`src/rtl/wave_capture_ctrl.sv`:
```
// Waveform capture controller: arms on a positive zero crossing, writes one buffer half of
// offset-binary samples, then waits for the display to go idle before swapping halves.
module wave_capture_ctrl #(
    parameter int unsigned SAMPLE_W   = 16,
    parameter int unsigned ADDR_LSB_W = 8
) (
    input  logic                  clk,
    input  logic                  reset,
    input  logic                  new_sample_ready,
    input  logic [SAMPLE_W-1:0]   new_sample_in,
    input  logic                  wave_display_idle,
    output logic [ADDR_LSB_W:0]   write_address,
    output logic                  write_enable,
    output logic [7:0]            write_sample,
    output logic                  read_index
);

    typedef enum logic [1:0] {
        StArmed,
        StActive,
        StWait
    } state_e;

    localparam logic [ADDR_LSB_W-1:0] CountMax = '1;

    state_e                  state_q, state_d;
    logic [ADDR_LSB_W-1:0]   count_q, count_d;
    logic                    prev_neg_q, prev_neg_d;
    logic                    read_index_q, read_index_d;
    logic                    write_enable_q, write_enable_d;
    logic [7:0]              write_sample_q, write_sample_d;
    logic [ADDR_LSB_W:0]     write_address_q, write_address_d;

    logic sample_neg;
    logic crossing;
    logic unused_sample_lsbs;

    assign sample_neg = new_sample_in[SAMPLE_W-1];
    assign crossing   = new_sample_ready && prev_neg_q && !sample_neg;

    // Only the top 8 bits reach the display RAM.
    assign unused_sample_lsbs = ^new_sample_in[SAMPLE_W-9:0];

    always_comb begin
        state_d         = state_q;
        count_d         = count_q;
        prev_neg_d      = prev_neg_q;
        read_index_d    = read_index_q;
        write_enable_d  = 1'b0;
        write_sample_d  = write_sample_q;
        write_address_d = write_address_q;

        if (new_sample_ready) begin
            prev_neg_d = sample_neg;
        end

        unique case (state_q)
            StArmed: begin
                if (crossing) begin
                    state_d = StActive;
                    count_d = '0;
                end
            end
            StActive: begin
                if (new_sample_ready) begin
                    write_enable_d  = 1'b1;
                    write_address_d = {~read_index_q, count_q};
                    // Offset binary: flipping the sign bit adds 128 mod 256.
                    write_sample_d  = {~sample_neg, new_sample_in[SAMPLE_W-2 -: 7]};
                    count_d         = count_q + 1'b1;
                    if (count_q == CountMax) begin
                        state_d = StWait;
                    end
                end
            end
            StWait: begin
                if (wave_display_idle) begin
                    state_d      = StArmed;
                    read_index_d = ~read_index_q;
                end
            end
            default: begin
                state_d = StArmed;
            end
        endcase
    end

    always_ff @(posedge clk or posedge reset) begin
        if (reset) begin
            state_q         <= StArmed;
            count_q         <= '0;
            prev_neg_q      <= 1'b0;
            read_index_q    <= 1'b0;
            write_enable_q  <= 1'b0;
            write_sample_q  <= '0;
            write_address_q <= {1'b1, {ADDR_LSB_W{1'b0}}};
        end else begin
            state_q         <= state_d;
            count_q         <= count_d;
            prev_neg_q      <= prev_neg_d;
            read_index_q    <= read_index_d;
            write_enable_q  <= write_enable_d;
            write_sample_q  <= write_sample_d;
            write_address_q <= write_address_d;
        end
    end

    assign write_address = write_address_q;
    assign write_enable  = write_enable_q;
    assign write_sample  = write_sample_q;
    assign read_index    = read_index_q;

endmodule

```
`config.mk`:
```
export PLATFORM = sky130hd
export DESIGN_NAME = wave_capture_ctrl
export DESIGN_NICKNAME = d
export VERILOG_FILES = /design/src/rtl/wave_capture_ctrl.sv
export SDC_FILE = /design/constraint.sdc
export NUM_CORES = 1
export LEC_CHECK = 0
export BUFFER_PORTS_ARGS = -buffer_cell sky130_fd_sc_hd__buf_2
export CORE_UTILIZATION = 45
export CTS_BUF_LIST = sky130_fd_sc_hd__clkbuf_4 sky130_fd_sc_hd__clkbuf_8 sky130_fd_sc_hd__clkbuf_16
export CTS_CLUSTER_SIZE = 12
export DETAILED_ROUTE_END_ITERATION = 8
export GPL_ROUTABILITY_DRIVEN = 0
export PLACE_DENSITY = 0.81
export REMOVE_ABC_BUFFERS = 1
export SYNTH_ARGS = -nofsm -noshare
export SYNTH_HDL_FRONTEND = slang
export SYNTH_SLANG_ARGS = --single-unit
```
`constraint.sdc`:
```
create_clock -name clk -period 1.3 [get_ports clk]
set_input_delay 0.13 -clock clk [delete_from_list [all_inputs] [get_ports clk]]
set_output_delay 0.13 -clock clk [all_outputs]
set_load 0.02 [all_outputs]
```
==> metrics.log <==
[metrics] final worst path period need: 1280 ps
[metrics] Worst-Skew Late Latency: 340 ps
[metrics] type of element launching the critical path: flip-flop
[metrics] Overflow after GRT: 0
[metrics] area of the mapped netlist: 0.00132 mm2
[metrics] standard-cell rows: 19
[metrics] largest fanout on the critical path: 4
[metrics] proportion of synthesized chip area in sequential cells: 56.9%
[metrics] number of fill cells in the layout: 255
[metrics] share of cells above drive strength 1: 34.8%
[metrics] TritonCTS buffer count: 5
[metrics] post-placement cell count: 195
[metrics] total setup violations reported at the end of the flow: 0
[metrics] diodes inserted: 0
[metrics] total number of vias: 1133
[metrics] Synth cell types: 30
[metrics] number of global-route vias before repair: 1103
[metrics] endpoint required time on the critical path: 1530 ps
[metrics] routed wire length per instance: 13.9 um
[metrics] clock tree from TritonCTS: built
[metrics] largest vdd supply drop: 1.49 mV
[metrics] final design utilization: 62.3%
[metrics] clk buf depth: 2
[metrics] Finished Cell Area: 0.00172 mm2
[metrics] final worst clock skew: 10.8 ps
[metrics] DRC marker count from the first detailed-route iteration: 34
[metrics] clock tree root buffer cell: clkbuf_4
[metrics] horizontal die dimension: 56.2 um
[metrics] Die Footprint: 0.00316 mm2
[metrics] max-capacitance violation count: 0
[metrics] gate count after technology mapping: 130
[metrics] final hold vios: 0
[metrics] worst slew margin relative to its limit: 73.5%
[metrics] clock sinks: 30
[metrics] dpl cell area: 0.00154 mm2
[metrics] first-pass GRT wire length: 4840 um
[metrics] warnings from Yosys: 0
[metrics] All-Layer GR Usage: 21.0%
[metrics] Crit. End Element: flip-flop
[metrics] number of design rule violations left after detail routing: 0
[metrics] number of top-level pins: 39
[metrics] Min-Delay Path Class: input pin to flip-flop
[metrics] flip-flop cell with the highest count after synthesis: dfrtp_1
[metrics] Tcrit/Tclk final: 98.6%
[metrics] mean number of vias per cell: 5.34
[metrics] Setup CP Type: flip-flop to flip-flop
[metrics] Area contributors post-synth: dfrtp_1 (55%), nand2_1 (14%), o21ai_0 (3.0%)
[metrics] initial antenna violation count: 0
[metrics] antenna-violating nets left: 0
[metrics] crit path DAT: 1510 ps
[metrics] share of async-settable or async-resettable flops after synthesis: 100%
[metrics] average size of a mapped cell: 10.2 um2
[metrics] total of buffers placed on input and output ports: 30
[metrics] starting density of the core: 47.9%
[metrics] Tightest Pin Transition: 395 ps
[metrics] WL final: 2950 um
[metrics] largest net degree at the start of global routing: 31
[metrics] unrepaired setup endpoints after global routing: yes
[metrics] Pleak: 0.891 nW
[metrics] Post-synth EDFFs: 0
[metrics] core footprint: 0.00276 mm2
[metrics] area fraction of the dominant cell type after synthesis: 54.9%
[metrics] Layout Nets: 201
[metrics] Area Overhead vs Synth: 29.9%
[metrics] Highest Clock Rate: 0.780 GHz
[metrics] status: finished, final reports clean
[metrics] CTS clock-pin slew for the worst setup and hold paths: 90 ps
[metrics] total negative slack for setup checks: 0 ps
[metrics] CTS HTree Levels: 2
[metrics] final slew viol count: 0
[metrics] number of synthesized register bits: 30
[metrics] Detailed Place HPWL: 1990 um
[metrics] number of detailed-route iterations in the first pass: 4
[metrics] Final Non-Filler Cells: 212
[metrics] power per cell area: 1990 mW/mm2
[metrics] largest area contributor in the synthesized netlist: dfrtp_1
[metrics] post-CTS repair timing setup buffer count: 0
[metrics] chip height: 56.2 um
==> path summary, 6_finish.rpt <==
kind / to / startpoint / slack [ps] / cells after the start
setup / recovery: count_q[4] / count_q[0] / 20 / 4
hold / removal: write_sample[7] / new_sample_in[15] / 40 / 2
setup reg to reg: count_q[4] / count_q[0] / 20 / 4
hold reg to reg: write_address[0] / write_address[0] / 480 / 2
max in group asynchronous: write_address[8] / reset / 590 / 4
min in group asynchronous: write_address[2] / reset / 390 / 4
==> layout make-up <==
| cell class | count | area [um2] | share of cell area, % |
|---|---|---|---|
| timing repair buffer | 48 | 308 | 17.9 |
| clock buffer | 7 | 58.8 | 3.43 |
| multi-input combinational | 91 | 536 | 31.2 |
| tap | 31 | 38.8 | 2.26 |
| sequential | 30 | 753 | 43.9 |
| clock inverter | 1 | 5.00 | 0.292 |
| inverter | 4 | 17.5 | 1.02 |
==> Yosys cell counts (2+ instances only) <==
library cell  count
inv_1             3
dfrtp_1          29
mux2i_1           3
nand3_1           6
nor3_1            2
nand2_1          49
o21ai_0           8
mux2_2            2
a22o_1            2
nand4bb_1         2
buf_2             2
buf_6             2
nor3b_1           2
nor2_1            2
==> routing by layer <==
metal	wire, um	track usage (%)	vias to the layer above
met5	0	0	-
met4	116	11.1	0
met3	194	7.91	14
met2	1460	35.4	47
met1	1170	22.8	535
li1	-	-	537
==> flip-flops by register name (all words and copies together), names as in the netlist <==
name and flops:
write_sample 8, prev_neg_q 1, state_q 2, count_q 8, write_enable 1, read_index 1, write_address 9
==> timing repair <==
action / CTS / global route
hold buffers: 9 / 0
setup endpoints to repair: 2 / 10
gates resized for setup: 3 / 5
endpoints found under the hold margin: 37 / 0
==> cell families after synthesis <==
group / count (synthesis) / synth area share [%]
simple gates: 68 / 24.4
flops: 30 / 56.9
compound gates: 14 / 6.91
xor+xnor: 1 / 0.663
mux: 7 / 5.97
buf+inv: 9 / 4.17
fa+ha+maj: 1 / 0.947
==> placed cells by master, fill, tap and decap left out, types with 3 or more instances in the layout <==
master / instances
dfrtp_1: 28
dlygate4sd3_1: 9
o21ai_0: 7
buf_2: 30
mux2i_1: 3
inv_1: 3
nand2_1: 49
nand3_1: 5
clkbuf_4: 6
buf_4: 9
==> power breakdown <==
part           switching (mW)  leakage [nW]  internal (mW)
Combinational           0.765         0.485          0.563
Clock                   0.316        0.0387          0.282
Sequential              0.251         0.368           1.25
Total                    1.33         0.891           2.09
==> critical path, cell delays in order (launching register included) <==
cell	delay [ps]
dfrtp_1	390
ha_2	210
nand3_2	90
mux2_4	310
a22o_1	190
==> metrics by stage <==
stage	power (mW)	setup slack, ps	hold WS [ps]
after CTS	3.42	6.79	40.4
after floorplan	2.24	-33.3	216
after global routing	3.66	-14.9	32.4
final	3.42	18.7	38.8
after detailed placement	2.77	-58.7	222
after global placement	2.68	6.48	211
No activity file was read; power rests on OpenSTA's default activity.
